**src/rtl/mem_arbiter.sv**
```systemverilog
// rtl/mem_arbiter.sv - three-port round-robin arbiter for a shared single-port data RAM
// One transaction in flight at a time: IDLE -> ISSUE -> (WAIT x RD_LAT) -> DONE.
module mem_arbiter #(
  parameter int ADDR_W = 14,
  parameter int DATA_W = 32,
  parameter int RD_LAT = 1
) (
  input  logic              clk,
  input  logic              rst,
  input  logic              cpu_req,
  input  logic              cpu_we,
  input  logic [ADDR_W-1:0] cpu_addr,
  input  logic [DATA_W-1:0] cpu_wdata,
  output logic              cpu_vld,
  output logic [DATA_W-1:0] cpu_rdata,
  input  logic              img_req,
  input  logic              img_we,
  input  logic [ADDR_W-1:0] img_addr,
  input  logic [DATA_W-1:0] img_wdata,
  output logic              img_vld,
  output logic [DATA_W-1:0] img_rdata,
  input  logic              spart_req,
  input  logic [ADDR_W-1:0] spart_addr,
  output logic              spart_vld,
  output logic [DATA_W-1:0] spart_rdata,
  output logic              mem_en,
  output logic              mem_we,
  output logic [ADDR_W-1:0] mem_addr,
  output logic [DATA_W-1:0] mem_wdata,
  input  logic [DATA_W-1:0] mem_rdata,
  output logic              busy,
  output logic [1:0]        grant
);

  localparam logic [1:0] S_IDLE  = 2'd0;
  localparam logic [1:0] S_ISSUE = 2'd1;
  localparam logic [1:0] S_WAIT  = 2'd2;
  localparam logic [1:0] S_DONE  = 2'd3;
  localparam logic [1:0] CNT_INIT = 2'(RD_LAT - 1);

  logic [1:0]        r_state;
  logic [1:0]        r_grant;
  logic [1:0]        r_last;
  logic [1:0]        r_cnt;
  logic              r_we;
  logic [ADDR_W-1:0] r_addr;
  logic [DATA_W-1:0] r_wdata;
  logic [DATA_W-1:0] r_cpu_rdata;
  logic [DATA_W-1:0] r_img_rdata;
  logic [DATA_W-1:0] r_spart_rdata;

  logic [2:0]        w_req;
  logic              w_any;
  logic [1:0]        w_win;
  logic              w_win_we;
  logic [ADDR_W-1:0] w_win_addr;
  logic [DATA_W-1:0] w_win_wdata;
  logic              w_issue;
  logic              w_done;

  assign w_req = {spart_req, img_req, cpu_req};
  assign w_any = |w_req;

  // Search starts one past the last winner, wrapping 2 -> 0.
  always_comb begin
    w_win = 2'd0;
    case (r_last)
      2'd0:    w_win = w_req[1] ? 2'd1 : (w_req[2] ? 2'd2 : 2'd0);
      2'd1:    w_win = w_req[2] ? 2'd2 : (w_req[0] ? 2'd0 : 2'd1);
      default: w_win = w_req[0] ? 2'd0 : (w_req[1] ? 2'd1 : 2'd2);
    endcase
  end

  always_comb begin
    w_win_we    = 1'b0;
    w_win_addr  = spart_addr;
    w_win_wdata = '0;
    case (w_win)
      2'd0: begin
        w_win_we    = cpu_we;
        w_win_addr  = cpu_addr;
        w_win_wdata = cpu_wdata;
      end
      2'd1: begin
        w_win_we    = img_we;
        w_win_addr  = img_addr;
        w_win_wdata = img_wdata;
      end
      default: ;
    endcase
  end

  always_ff @(posedge clk) begin
    if (rst) begin
      r_state       <= S_IDLE;
      r_grant       <= 2'd0;
      r_last        <= 2'd2;
      r_cnt         <= 2'd0;
      r_we          <= 1'b0;
      r_addr        <= '0;
      r_wdata       <= '0;
      r_cpu_rdata   <= '0;
      r_img_rdata   <= '0;
      r_spart_rdata <= '0;
    end else begin
      case (r_state)
        S_IDLE: begin
          if (w_any) begin
            r_grant <= w_win;
            r_last  <= w_win;
            r_we    <= w_win_we;
            r_addr  <= w_win_addr;
            r_wdata <= w_win_wdata;
            r_state <= S_ISSUE;
          end
        end
        S_ISSUE: begin
          r_cnt   <= CNT_INIT;
          r_state <= r_we ? S_DONE : S_WAIT;
        end
        S_WAIT: begin
          if (r_cnt == 2'd0) begin
            case (r_grant)
              2'd0:    r_cpu_rdata   <= mem_rdata;
              2'd1:    r_img_rdata   <= mem_rdata;
              default: r_spart_rdata <= mem_rdata;
            endcase
            r_state <= S_DONE;
          end else begin
            r_cnt <= r_cnt - 2'd1;
          end
        end
        default: r_state <= S_IDLE;
      endcase
    end
  end

  assign w_issue   = (r_state == S_ISSUE);
  assign w_done    = (r_state == S_DONE);
  assign mem_en    = w_issue;
  assign mem_we    = w_issue & r_we;
  assign mem_addr  = w_issue ? r_addr : '0;
  assign mem_wdata = w_issue ? r_wdata : '0;

  assign cpu_vld     = w_done && (r_grant == 2'd0);
  assign img_vld     = w_done && (r_grant == 2'd1);
  assign spart_vld   = w_done && (r_grant == 2'd2);
  assign cpu_rdata   = r_cpu_rdata;
  assign img_rdata   = r_img_rdata;
  assign spart_rdata = r_spart_rdata;
  assign busy        = (r_state != S_IDLE);
  assign grant       = r_grant;

endmodule

```
**config.mk**
```make
export PLATFORM = sky130hd
export DESIGN_NAME = mem_arbiter
export DESIGN_NICKNAME = d
export VERILOG_FILES = /design/src/rtl/mem_arbiter.sv
export SDC_FILE = /design/constraint.sdc
export NUM_CORES = 1
export LEC_CHECK = 0
export BUFFER_PORTS_ARGS = -buffer_cell sky130_fd_sc_hd__buf_2
export CAP_MARGIN = 40
export CORE_MARGIN = 4
export CORE_UTILIZATION = 51
export DETAILED_ROUTE_END_ITERATION = 8
export PLACE_DENSITY = 0.86
export SLEW_MARGIN = 10
export SYNTH_ARGS = -nofsm -noshare
export SYNTH_HDL_FRONTEND = slang
export SYNTH_SLANG_ARGS = --single-unit
```
**constraint.sdc**
```tcl
create_clock -name clk -period 2.86 [get_ports clk]
set_clock_uncertainty 0.1 [all_clocks]
set_input_delay 0.143 -clock clk [delete_from_list [all_inputs] [get_ports clk]]
set_output_delay 0.143 -clock clk [all_outputs]
set_load 0.03 [all_outputs]
```
# --- Word-level counts from Yosys, hierarchy flattened ---
# Index checks and enable logic that the tools add are counted.
word_totals:
  ff_bits: 151
  latch_bits: 0
  mem_bits_rw: 0
  rom_bits: 0
  inputBits: 145
  output_inout_bits: 150
  elab_cells: 59
  mem_count: 0
op_classes:
  n_addsub: 1
  mul: 0
  div_mod_pow: 0
  n_lt_le_gt_ge: 0
  n_eq_ne: 10
  shift: 0
  n_mux: 18
  bitwise_logic: 2
  reduce_logical: 18
op_table:
  columns: ["operator", "n"]
  rows:
  - ["case mux 32 bit (2 select lines)", 1]
  - ["2-to-1 mux 32 bit", 1]
  - ["case mux 14 bit (2 select lines)", 1]
  - ["2-to-1 mux 2 bit", 8]
  - ["2-to-1 mux 14 bit", 1]
  - ["logical NOT 2 bit", 5]
  - ["AND reduction 3 bit", 3]
  - ["equality test 2 x 1 -> 1 bit, second input constant", 4]
  - ["case mux 2 bit (2 select lines)", 2]
  - ["equality test 2 bit, second input constant", 3]
  - ["inequality test 2 bit, second input constant", 3]
  - ["case mux 2 bit (3 select lines)", 1]
  - ["AND reduction 2 bit", 3]
  - ["nonzero test 2 bit", 2]
  - ["logical AND 1 bit", 3]
  - ["OR reduction 3 bit", 1]
  - ["2-to-1 mux 1 bit", 2]
  - ["case mux 1 bit (2 select lines)", 1]
  - ["OR reduction 2 bit", 1]
  - ["subtractor 2 x 1 -> 2 bit, second input constant", 1]
  - ["AND 1 bit", 1]
  - ["inverter 1 bit", 1]

# --- Longest topological paths before layout ---
# Gate-level depths: netlist of the first run.
depth:
  word_depth: 5
  depth_mapped: 8
  depth_no_buf: 6

# --- Worst setup path after synthesis of the first run ---
# No wires, ideal clock.
synth_path:
  path_type: "flip-flop to output port"
  from: "register r_state[1]"
  to: "output mem_wdata[12]"
  arrival_time_ps: 1550
  path_slack_ps: 1067
  stages_incl_launch_ff: 6
  path_buffers: 2
  cell_sequence: "dfxtp_1 > inv_1 > ha_1 > clkbuf_1 > clkbuf_1 > and2_1"
synth_via:
  elab_chain_len: 2
synth_rtl:
  columns: ["element", "line", "rtl"]
  rows:
  - ["start, declared", "41", "logic [1:0] r_state;"]
  - ["start signal, assigned", "119", "r_state <= r_we ? S_DONE : S_WAIT;"]
  - ["equality test 2 x 1 -> 1 bit", "138", "assign w_issue = (r_state == S_ISSUE);"]
  - ["via mem_en", "26", "output logic mem_en,"]
  - ["2-to-1 mux 32 bit", "143", "assign mem_wdata = w_issue ? r_wdata : '0;"]
  - ["end, declared", "29", "output logic [DATA_W-1:0] mem_wdata,"]
# The timed path passes the listed nets, and every way through them passes these cells.

==> out/metrics.cfg, run 1 <==
[sta]
rsz0062_at_grt=false
period_minus_slack_ns=2.72
finalHoldViolCount=0
worst_hold_slack_ns=0.0807
total_negative_setup_slacks_ns=0
final-setup-viol-count=0
worst_slew_margin_rel_pct=51.5
max_slew.worst_pin.slew_ns=0.728
max_freq_ghz=0.367
slew_viol_final=0
final_min_period_over_clock_period_pct=95.2
post-route-worst-setup-slack_ns=0.136

[detailed_routing]
first_pass_iters=8
routedWlPerCell_um=18.6
wl_met3_mm=2.68
top_layer=met4
routedLengthMet1_mm=8.96
vias=7991
route.detailed.vias_per_inst=5.76
initialDrtViolationCount=863
dr_wl_met2_mm=12.8
detail_route.wirelength_mm=25.9
final_antenna_net_count=0
route.detailed.drc=0

[synthesis]
yosys_warnings=0
synth.top_cells.by_area=sky130_fd_sc_hd__dfxtp_1 (46%), sky130_fd_sc_hd__nand2_1 (11%), sky130_fd_sc_hd__a21oi_1 (7.5%)
syn-cell-area_mm2=0.00654
synth_seq_area_share_pct=45.9
synthesis.nets=974
synthDominantAreaCellType=sky130_fd_sc_hd__dfxtp_1
synth_top_area_share_pct=45.9
syn-instance-count=824
synth.avg_cell_area_um2=7.93
netlist-cell-type-count=38
synth.ff_latch_count=150

[final_layout]
layout-drive-gt1-share_pct=29.1
finish.cell_count_without_fillers=1388
final_core_util_pct=78.4
stdcell_area_mm2=0.00986
multi_input_area_mm2=0.00319
num-nets-final=1353
ff_latch_area_mm2=0.00300
num_antenna_cells=0
area.growth.synth_to_final_pct=50.8
final.fill_count=782

[critical_path]
timing.critical_path.from_type=flip-flop
crit_required_ns=3.12
cp_cell_sequence=or3b_4, a21oi_4, buf_4, o21ai_1, a311oi_1, dlygate4sd3_1
worstPathArrival_ns=2.98
critPathTopFamily=buffers and inverters
setup.reg_to_reg.worst_slack_ns=0.14
critical-path-slowest-cell=sky130_fd_sc_hd__dlygate4sd3_1
endpoint_class_of_the_critical_path=flip-flop
critPathMaxFanout=34
path_buf_inv=2
setup.worst_path.class=reg2reg
reg2regPathDepth=6
crit-reg2reg-launch=grant[0]
worst_r2r_endpoint=r_wdata[14]
delay_of_the_slowest_cell_on_the_worst_path_ns=0.62

[placed_design]
routabilityCongestion=0.848
half_perimeter_wire_length_of_the_detailed_placement_result_mm=13.9
dp_cells=1230
placedInstanceArea_mm2=0.00803
dp_worst_setup_slack_ns=0.761
buffer_ports.inserted=294

[floorplanning]
core_area_mm2=0.0126
ios=295
fp.dieArea_mm2=0.0147
placement_rows=41
die_height_um=121
initial_utilization_pct=52.0
die-width_um=121

[global_routing]
wire_length_of_the_first_global_routing_pass_mm=39.4
grt_start_max_net_pins=70
grt.total_usage_pct=33.7
gr-total-overflow=0
antenna_found_initial=0
first_global_vias=7672

[outcome]
status=finished clean

[power]
p_leak_nw=4.33
p_per_area_mw_per_mm2=865
finalPower_mw=8.53
max-vdd-ir-drop_mv=0.751

[worst_hold_path]
timing.hold.worst_path_depth=4
hold_path.startpoint=img_addr[12]
min_path_type=in2reg
timing.hold.worst_endpoint=r_addr[12]

[clocking]
h_tree_level_count=4
clk_latency_ns=0.42
max-clock-path-buffers=2
tritoncts_buffers=17
post-cts-setup-buffers=0
cts_num_sinks=150
clock_tree.root_cell=sky130_fd_sc_hd__clkbuf_16
tritoncts=yes
worst_setup_hold_path_clk_slew_ns=0.06

[job]
drv_cap=0

-- cell type report --
type                       instances  share of cell area, %
clock buffer                      20                   4.63
clock inverter                    12                   1.05
timing repair buffer             436                   29.0
inverter                           7                  0.267
multi-input combinational        591                   32.4
sequential                       150                   30.5
tap                              172                   2.18
-- registers in the layout, summed over array words and instances, names as in the netlist --
register	count
r_cnt	2
grant	2
r_last	1
cpu_rdata	32
spart_rdata	32
r_wdata	32
img_rdata	32
r_we	1
r_state	2
r_addr	14
-- synthesized netlist by cell type --
library cell,count
sky130_fd_sc_hd__or3b_4,1
sky130_fd_sc_hd__nor3b_1,17
sky130_fd_sc_hd__o21ai_1,45
sky130_fd_sc_hd__nor3_2,1
sky130_fd_sc_hd__dfxtp_1,150
sky130_fd_sc_hd__mux2i_1,2
sky130_fd_sc_hd__o21ai_0,37
sky130_fd_sc_hd__nor2_1,45
sky130_fd_sc_hd__ha_1,5
sky130_fd_sc_hd__a311oi_1,33
sky130_fd_sc_hd__nor4_2,1
sky130_fd_sc_hd__a21oi_1,98
sky130_fd_sc_hd__nand4b_1,1
sky130_fd_sc_hd__inv_2,1
sky130_fd_sc_hd__o41a_1,1
sky130_fd_sc_hd__nand2b_2,1
sky130_fd_sc_hd__a211oi_1,1
sky130_fd_sc_hd__nand3_1,2
sky130_fd_sc_hd__a21boi_2,1
sky130_fd_sc_hd__buf_2,17
sky130_fd_sc_hd__o31ai_4,1
sky130_fd_sc_hd__o21bai_1,1
sky130_fd_sc_hd__inv_1,6
sky130_fd_sc_hd__nor3_1,4
sky130_fd_sc_hd__buf_6,4
sky130_fd_sc_hd__nand2b_1,3
sky130_fd_sc_hd__a21oi_4,1
sky130_fd_sc_hd__a222oi_1,14
sky130_fd_sc_hd__a31o_2,1
sky130_fd_sc_hd__clkbuf_1,53
sky130_fd_sc_hd__a32oi_1,14
sky130_fd_sc_hd__nand2_1,194
sky130_fd_sc_hd__and3_1,1
sky130_fd_sc_hd__or3_1,1
sky130_fd_sc_hd__o31a_1,1
sky130_fd_sc_hd__buf_4,2
sky130_fd_sc_hd__and3b_1,2
sky130_fd_sc_hd__and2_1,61
-- power breakdown --
group	internal [mW]	total, mW	switching (mW)	leakage [nW]
sequential	2.53	2.84	0.303	1.22
combinational	1.30	3.58	2.28	2.84
clock	1.24	2.12	0.879	0.260
-- repair_timing --
| action | in CTS | in global routing |
|---|---|---|
| hold buffers | 126 | 0 |
| endpoints found under the hold margin | 143 | 0 |
| setup endpoints to repair | 0 | 7 |
| resized for setup | 0 | 2 |
-- worst max path at each step --
stage,startpoint,to,cells after the start
5_1_grt,r_state[1],r_wdata[22],7
4_1_cts,grant[0],r_wdata[0],6
3_5_place_dp,grant[0],r_wdata[0],5
3_3_place_gp,grant[0],r_wdata[0],5
6_report,grant[0],r_wdata[14],6
2_1_floorplan,r_state[1],mem_wdata[12],5
-- cell usage in the layout (no fill, tap or decap), types with 2 or more instances in the layout --
cell type                       instances
sky130_fd_sc_hd__nor2_1                45
sky130_fd_sc_hd__o21ai_1               45
sky130_fd_sc_hd__and2_1                61
sky130_fd_sc_hd__o21ai_0               37
sky130_fd_sc_hd__nor3b_1               16
sky130_fd_sc_hd__nand3_1                2
sky130_fd_sc_hd__mux2i_1                2
sky130_fd_sc_hd__ha_1                   5
sky130_fd_sc_hd__dlygate4sd3_1        126
sky130_fd_sc_hd__dfxtp_1              149
sky130_fd_sc_hd__buf_2                293
sky130_fd_sc_hd__inv_1                  6
sky130_fd_sc_hd__clkbuf_16             17
sky130_fd_sc_hd__a311oi_1              33
sky130_fd_sc_hd__nor3_1                 3
sky130_fd_sc_hd__a21oi_1               98
sky130_fd_sc_hd__buf_4                 16
sky130_fd_sc_hd__clkbuf_8               2
sky130_fd_sc_hd__clkinvlp_4             6
sky130_fd_sc_hd__nand2b_1               3
sky130_fd_sc_hd__clkinv_2               4
sky130_fd_sc_hd__a32oi_1               14
sky130_fd_sc_hd__and3b_1                2
sky130_fd_sc_hd__nand2_1              194
sky130_fd_sc_hd__a222oi_1              14
-- cells by family (layout without fill, tap and decap cells) --
family          after synthesis  after routing  synth area share, %
compound gates              249            249                 23.6
mux                           2              2                0.306
simple gates                335            335                 23.5
buf+inv                      83            475                 5.66
flops                       150            150                 45.9
fa+ha+maj                     5              5                0.957
-- worst reg2reg max path: stages (launching register included) --
cell,delay [ns]
sky130_fd_sc_hd__dfxtp_2,0.48
sky130_fd_sc_hd__or3b_4,0.44
sky130_fd_sc_hd__a21oi_4,0.13
sky130_fd_sc_hd__buf_4,0.37
sky130_fd_sc_hd__o21ai_1,0.15
sky130_fd_sc_hd__a311oi_1,0.37
sky130_fd_sc_hd__dlygate4sd3_1,0.62
-- routing by layer --
metal	up-vias	global-route usage, %
li1	3617	-
met1	3650	36.8
met2	583	58.8
met3	141	9.09
met4	0	18.7
met5	-	0
(Power assumes the default switching activity.)
==> run 2, diff against run 1 <==
--- a/config.mk
+++ b/config.mk
@@ -11,6 +11,7 @@
 export CORE_UTILIZATION = 51
 export DETAILED_ROUTE_END_ITERATION = 8
 export PLACE_DENSITY = 0.86
+export RECOVER_POWER = 100
 export SLEW_MARGIN = 10
 export SYNTH_ARGS = -nofsm -noshare
 export SYNTH_HDL_FRONTEND = slang
==> run 2 against run 1 <==
The run now ends with capacitance limit, slew limit left. Sequential cell count unchanged. Combinational power down 3%. Sequential power about the same. Non-clock buffer count unchanged. Die area unchanged. Worst setup slack worse by 0.027 ns. Clock-buffer cell count unchanged. Clock power about the same. Final area down 2.1%. First-iteration DRC count up 7.1%. Final cell count unchanged.
==> out/metrics.cfg, run 2 (same netlist as run 1, synthesis figures left out) <==
[floorplanning]
core_area_mm2=0.0126  ; unchanged
ios=295  ; unchanged
placement_rows=41  ; unchanged
die-width_um=121  ; unchanged
die_height_um=121  ; unchanged
initial_utilization_pct=52.0  ; unchanged
fp.dieArea_mm2=0.0147  ; unchanged

[clocking]
cts_num_sinks=150  ; unchanged
tritoncts=yes  ; unchanged
worst_setup_hold_path_clk_slew_ns=0.06  ; about the same
tritoncts_buffers=17  ; unchanged
h_tree_level_count=4  ; unchanged
max-clock-path-buffers=2  ; unchanged
clk_latency_ns=0.42  ; about the same
clock_tree.root_cell=sky130_fd_sc_hd__clkbuf_16  ; unchanged

[outcome]
failed_checks=capacitance limit, slew limit
status=finished, violations left  ; was finished clean

[critical_path]
crit_required_ns=3.12  ; about the same
critPathTopFamily=buffers and inverters  ; unchanged
critPathMaxFanout=34  ; unchanged
worstPathArrival_ns=3.01  ; was 2.98 ns
path_buf_inv=2  ; unchanged
endpoint_class_of_the_critical_path=flip-flop  ; unchanged
delay_of_the_slowest_cell_on_the_worst_path_ns=0.62  ; about the same
timing.critical_path.from_type=flip-flop  ; unchanged
crit_start=grant[0]  ; unchanged
crit-reg2reg-launch=grant[0]  ; unchanged
setup.worst_path.class=reg2reg  ; unchanged
cp_cell_sequence=or3b_4, a21oi_1, clkbuf_4, o21ai_0, a311oi_1, dlygate4sd3_1  ; was or3b_4, a21oi_4, buf_4, o21ai_1, a311oi_1, dlygate4sd3_1
critical-path-slowest-cell=sky130_fd_sc_hd__dlygate4sd3_1  ; unchanged

[placed_design]
dp_cells=1230  ; unchanged
half_perimeter_wire_length_of_the_detailed_placement_result_mm=13.9  ; unchanged
buffer_ports.inserted=294  ; unchanged
routabilityCongestion=0.848  ; unchanged
placedInstanceArea_mm2=0.00803  ; unchanged

[detailed_routing]
initialDrtViolationCount=924  ; was 863
vias=8023  ; was 7991
first_pass_iters=7  ; was 8
route.detailed.drc=0  ; unchanged
final_antenna_net_count=0  ; unchanged
detail_route.wirelength_mm=25.9  ; about the same
route.detailed.vias_per_inst=5.78  ; was 5.76
routedWlPerCell_um=18.7  ; was 18.6 um

[sta]
total_negative_setup_slacks_ns=0  ; unchanged
max_freq_ghz=0.363  ; was 0.367 GHz
worst_slew_margin_rel_pct=-1.70  ; was 51.5%
rsz0062_at_grt=false  ; unchanged
period_minus_slack_ns=2.75  ; was 2.72 ns
max_slew.worst_pin.slew_ns=1.53  ; was 0.728 ns
final_min_period_over_clock_period_pct=96.2  ; was 95.2%
finalHoldViolCount=0  ; unchanged
final-setup-viol-count=0  ; unchanged
slew_viol_final=33  ; was 0
worst_hold_slack_ns=0.0821  ; was 0.0807 ns

[power]
p_seq_share_pct=33.7  ; was 33.2%
share_of_total_power_consumed_by_net_switching_pct=41.0  ; was 40.6%
clock_power_share_pct=25.2  ; was 24.8%
p_per_area_mw_per_mm2=873  ; was 865 mW/mm2
power.switching_mw=3.45  ; was 3.46 mW
max-vdd-ir-drop_mv=0.744  ; was 0.751 mV
power_frac_comb_pct=41.2  ; was 41.9%
p_int_mw=4.97  ; was 5.07 mW
p_leak_nw=3.69  ; was 4.33 nW

[global_routing]
gr-total-overflow=0  ; unchanged
antenna_found_initial=0  ; unchanged
wire_length_of_the_first_global_routing_pass_mm=39.4  ; unchanged
grt_start_max_net_pins=70  ; unchanged
first_global_vias=7672  ; unchanged
grt.total_usage_pct=33.7  ; unchanged

[final_layout]
layout.cells.most_common=sky130_fd_sc_hd__nand2_1  ; was sky130_fd_sc_hd__buf_2
layout.cells.most_common_list=sky130_fd_sc_hd__nand2_1 (194), sky130_fd_sc_hd__dfxtp_1 (149), sky130_fd_sc_hd__buf_2 (149)  ; was sky130_fd_sc_hd__buf_2 (293), sky130_fd_sc_hd__nand2_1 (194), sky130_fd_sc_hd__dfxtp_1 (149)
area.growth.synth_to_final_pct=47.6  ; was 50.8%
stdcell_area_mm2=0.00965  ; was 0.00986 mm2
num_antenna_cells=0  ; unchanged
layout-drive-gt1-share_pct=16.9  ; was 29.1%
num-nets-final=1353  ; unchanged
finish.cell_count_without_fillers=1388  ; unchanged

[job]
drv_cap=1  ; was 0

[worst_hold_path]
hold_path.startpoint=img_addr[12]  ; unchanged
min_path_type=in2reg  ; unchanged

==> run 2: metrics by stage <==
stage	setup slack [ns]	util [%]	power, mW
CTS	0.194	78.4	8.24
global route	0.0556	76.8	8.77
global placement	0.832	63.9	5.65
detailed placement	0.761	63.9	5.71
floorplan	1.07	-	4.91
finish	0.109	76.8	8.42
==> run 2: path summary, 6_finish.rpt <==
kind | slack (ns) | to | depth (start not counted)
setup / recovery | 0.11 | r_wdata[14] | 6
hold / removal | 0.08 | r_addr[12] | 4
setup reg to reg | 0.11 | r_wdata[14] | 6
hold reg to reg | 0.35 | spart_rdata[24] | 2
==> run 2: repair_timing <==
item | 4_1_cts | 5_1_grt
endpoints found under the hold margin | 143 | 0
setup endpoints to repair | 0 | 7
hold buffers | 126 | 0
setup buffers | 0 | 0
resized for setup | 0 | 2
==> run 2: power by group through the flow <==
stage	clock (mW)	sequential (mW)	combinational (mW)
after floorplan	0	3.01	1.91
after global placement	0	2.80	2.85
after detailed placement	0	2.82	2.89
after CTS	2.12	2.78	3.33
after global routing	2.21	2.86	3.69
final	2.12	2.83	3.47
==> run 2: worst register-to-register path: stages (launching register included) <==
cell and delay, ns:
sky130_fd_sc_hd__dfxtp_2 0.48, sky130_fd_sc_hd__or3b_4 0.42, sky130_fd_sc_hd__a21oi_1 0.16, sky130_fd_sc_hd__clkbuf_4 0.40, sky130_fd_sc_hd__o21ai_0 0.17, sky130_fd_sc_hd__a311oi_1 0.35, sky130_fd_sc_hd__dlygate4sd3_1 0.62
==> run 2: layout make-up <==
| cell class | count | area [um2] |
|---|---|---|
| tap | 172 | 215 |
| clock inverter | 12 | 104 |
| sequential | 150 | 3000 |
| multi-input combinational | 591 | 3170 |
| clock buffer | 20 | 457 |
| inverter | 7 | 26.3 |
| timing repair buffer | 436 | 2670 |
| fill | 880 | 2920 |
==> run 2: routing by layer <==
layer	part of all wire [%]	GRT usage, %	vias to the layer above
met1	35	36.8	3694
met5	0	0	-
met2	49	58.8	575
met4	5.6	18.7	0
li1	-	-	3619
met3	9.9	9.09	135
==> run 3, diff against run 2 <==
--- a/config.mk
+++ b/config.mk
@@ -10,6 +10,7 @@
 export CORE_MARGIN = 4
 export CORE_UTILIZATION = 51
 export DETAILED_ROUTE_END_ITERATION = 8
+export MAX_ROUTING_LAYER = met4
 export PLACE_DENSITY = 0.86
 export RECOVER_POWER = 100
 export SLEW_MARGIN = 10
==> run 3 against run 2 <==
Routed wire length decreased by 0.34%. Final cell count unchanged. Clock-buffer cell count unchanged. Non-clock buffer count did not move. Critical path depth stayed put. The run still ends with capacitance limit, slew limit left. Global-route usage rose by 0.80 points. Core utilization stayed put. Largest power group unchanged. Power is essentially flat.
==> out/metrics.cfg, run 3 (same netlist as run 1, synthesis figures left out) <==
[placed_design]
dp_worst_setup_slack_ns=0.761  ; unchanged
routabilityCongestion=0.861  ; was 0.848
buffer_ports.inserted=294  ; unchanged
half_perimeter_wire_length_of_the_detailed_placement_result_mm=13.9  ; unchanged

[global_routing]
gr-total-overflow=0  ; unchanged
grt.total_usage_pct=34.4  ; was 33.7%
grt_start_max_net_pins=70  ; unchanged
first_global_vias=7682  ; was 7672
antenna_found_initial=0  ; unchanged
wire_length_of_the_first_global_routing_pass_mm=39.3  ; was 39.4 mm

[clocking]
cts_num_sinks=150  ; unchanged
h_tree_level_count=4  ; unchanged
worst_setup_hold_path_clk_slew_ns=0.06  ; about the same
post-cts-setup-buffers=0  ; unchanged
max-clock-path-buffers=2  ; unchanged
clock_tree.root_cell=sky130_fd_sc_hd__clkbuf_16  ; unchanged
clk_latency_ns=0.42  ; about the same
tritoncts_buffers=17  ; unchanged
tritoncts=yes  ; unchanged

[floorplanning]
die-width_um=121  ; unchanged
ios=295  ; unchanged
core_area_mm2=0.0126  ; unchanged
initial_utilization_pct=52.0  ; unchanged
placement_rows=41  ; unchanged
die_height_um=121  ; unchanged
fp.dieArea_mm2=0.0147  ; unchanged

[critical_path]
worstPathArrival_ns=3.01  ; about the same
reg2regPathDepth=6  ; unchanged
worstSetupEndpoint=r_wdata[14]  ; unchanged
endpoint_class_of_the_critical_path=flip-flop  ; unchanged
worst_r2r_endpoint=r_wdata[14]  ; unchanged
crit_required_ns=3.12  ; about the same
crit-reg2reg-launch=grant[0]  ; unchanged
timing.critical_path.from_type=flip-flop  ; unchanged
setup.reg_to_reg.worst_slack_ns=0.11  ; about the same
setup.worst_path.class=reg2reg  ; unchanged
crit_start=grant[0]  ; unchanged
critPathMaxFanout=34  ; unchanged

[final_layout]
num_antenna_cells=0  ; unchanged
area.growth.synth_to_final_pct=47.6  ; unchanged
num-nets-final=1353  ; unchanged
layout.cells.most_common_list=sky130_fd_sc_hd__nand2_1 (194), sky130_fd_sc_hd__dfxtp_1 (149), sky130_fd_sc_hd__buf_2 (149)  ; unchanged
layout.cells.most_common=sky130_fd_sc_hd__nand2_1  ; unchanged
layout-drive-gt1-share_pct=16.9  ; unchanged

[sta]
worst_slew_margin_rel_pct=-3.89  ; was -1.70%
final_min_period_over_clock_period_pct=96.3  ; was 96.2%
post-route-worst-setup-slack_ns=0.107  ; was 0.109 ns
max_freq_ghz=0.363  ; about the same
rsz0062_at_grt=false  ; unchanged
final-setup-viol-count=0  ; unchanged
period_minus_slack_ns=2.75  ; about the same
finalHoldViolCount=0  ; unchanged
max_slew.worst_pin.slew_ns=1.56  ; was 1.53 ns
slew_viol_final=33  ; unchanged
total_negative_setup_slacks_ns=0  ; unchanged

[power]
p_leak_nw=3.69  ; about the same
finalPower_mw=8.41  ; was 8.42 mW
max-vdd-ir-drop_mv=0.740  ; was 0.744 mV
p_per_area_mw_per_mm2=872  ; was 873 mW/mm2

[outcome]
failed_checks=capacitance limit, slew limit  ; unchanged
status=finished, violations left  ; unchanged

[worst_hold_path]
hold_path.startpoint=img_addr[12]  ; unchanged
min_path_type=in2reg  ; unchanged

[detailed_routing]
vias=8060  ; was 8023
initialDrtViolationCount=927  ; was 924
route.detailed.drc=0  ; unchanged
routedWlPerCell_um=18.6  ; was 18.7 um
final_antenna_net_count=0  ; unchanged
detail_route.wirelength_mm=25.9  ; about the same
route.detailed.vias_per_inst=5.81  ; was 5.78
first_pass_iters=7  ; unchanged

[job]
drv_cap=1  ; unchanged

[run 3: changes by cell type in the layout (fill, tap and decap cells not counted)]
cell / previous run / this run
sky130_fd_sc_hd__o21ai_0: 67 / 69
sky130_fd_sc_hd__o21ai_1: 15 / 13
[run 3: stage by stage]
step / cell area [um2] / std cells / hold slack (ns) / util [%]
after floorplan: 6540 / 824 / 0.179 / -
after global placement: 8030 / 1230 / 0.308 / 63.9
after detailed placement: 8030 / 1230 / 0.310 / 63.9
after CTS: 9850 / 1388 / 0.0523 / 78.4
after global routing: 9650 / 1388 / 0.0939 / 76.8
final: 9650 / 1388 / 0.0746 / 76.8
[run 3: final cells by class]
class,count,area (um2)
multi-input combinational,591,3170
sequential,150,3000
fill,880,2920
timing repair buffer,436,2670
clock buffer,20,457
tap,172,215
clock inverter,12,104
inverter,7,26.3
[run 3: repair_timing]
item	in CTS	in global routing
gates resized for setup	0	2
hold buffers	126	0
endpoints found under the setup margin	0	7
hold endpoints to repair	143	0
[run 3: worst min path at each step]
stage / to / slack [ns] / depth (start not counted)
2_1_floorplan: cpu_rdata[25] / 0.18 / 2
3_3_place_gp: img_rdata[0] / 0.31 / 3
3_5_place_dp: img_rdata[31] / 0.31 / 3
4_1_cts: r_addr[13] / 0.05 / 4
5_1_grt: r_addr[10] / 0.09 / 4
6_report: r_addr[12] / 0.07 / 4
[run 3: routing by layer]
metal / global-route usage, % / wire length, um
met5: - / 0
met4: 19.5 / 1560
met3: 8.25 / 2600
met2: 58.1 / 12700
met1: 37.2 / 8990
[run 3: critical path, stage by stage, from the launching register on]
cell                            delay [ns]
sky130_fd_sc_hd__dfxtp_2              0.48
sky130_fd_sc_hd__or3b_4               0.42
sky130_fd_sc_hd__a21oi_1              0.16
sky130_fd_sc_hd__clkbuf_4             0.39
sky130_fd_sc_hd__o21ai_0              0.17
sky130_fd_sc_hd__a311oi_1             0.35
sky130_fd_sc_hd__dlygate4sd3_1        0.61
[run 3: where the power goes]
group          internal, mW  switching [mW]  total, mW
clock                  1.24           0.879       2.12
combinational          1.20            2.26       3.46
sequential             2.53           0.304       2.84
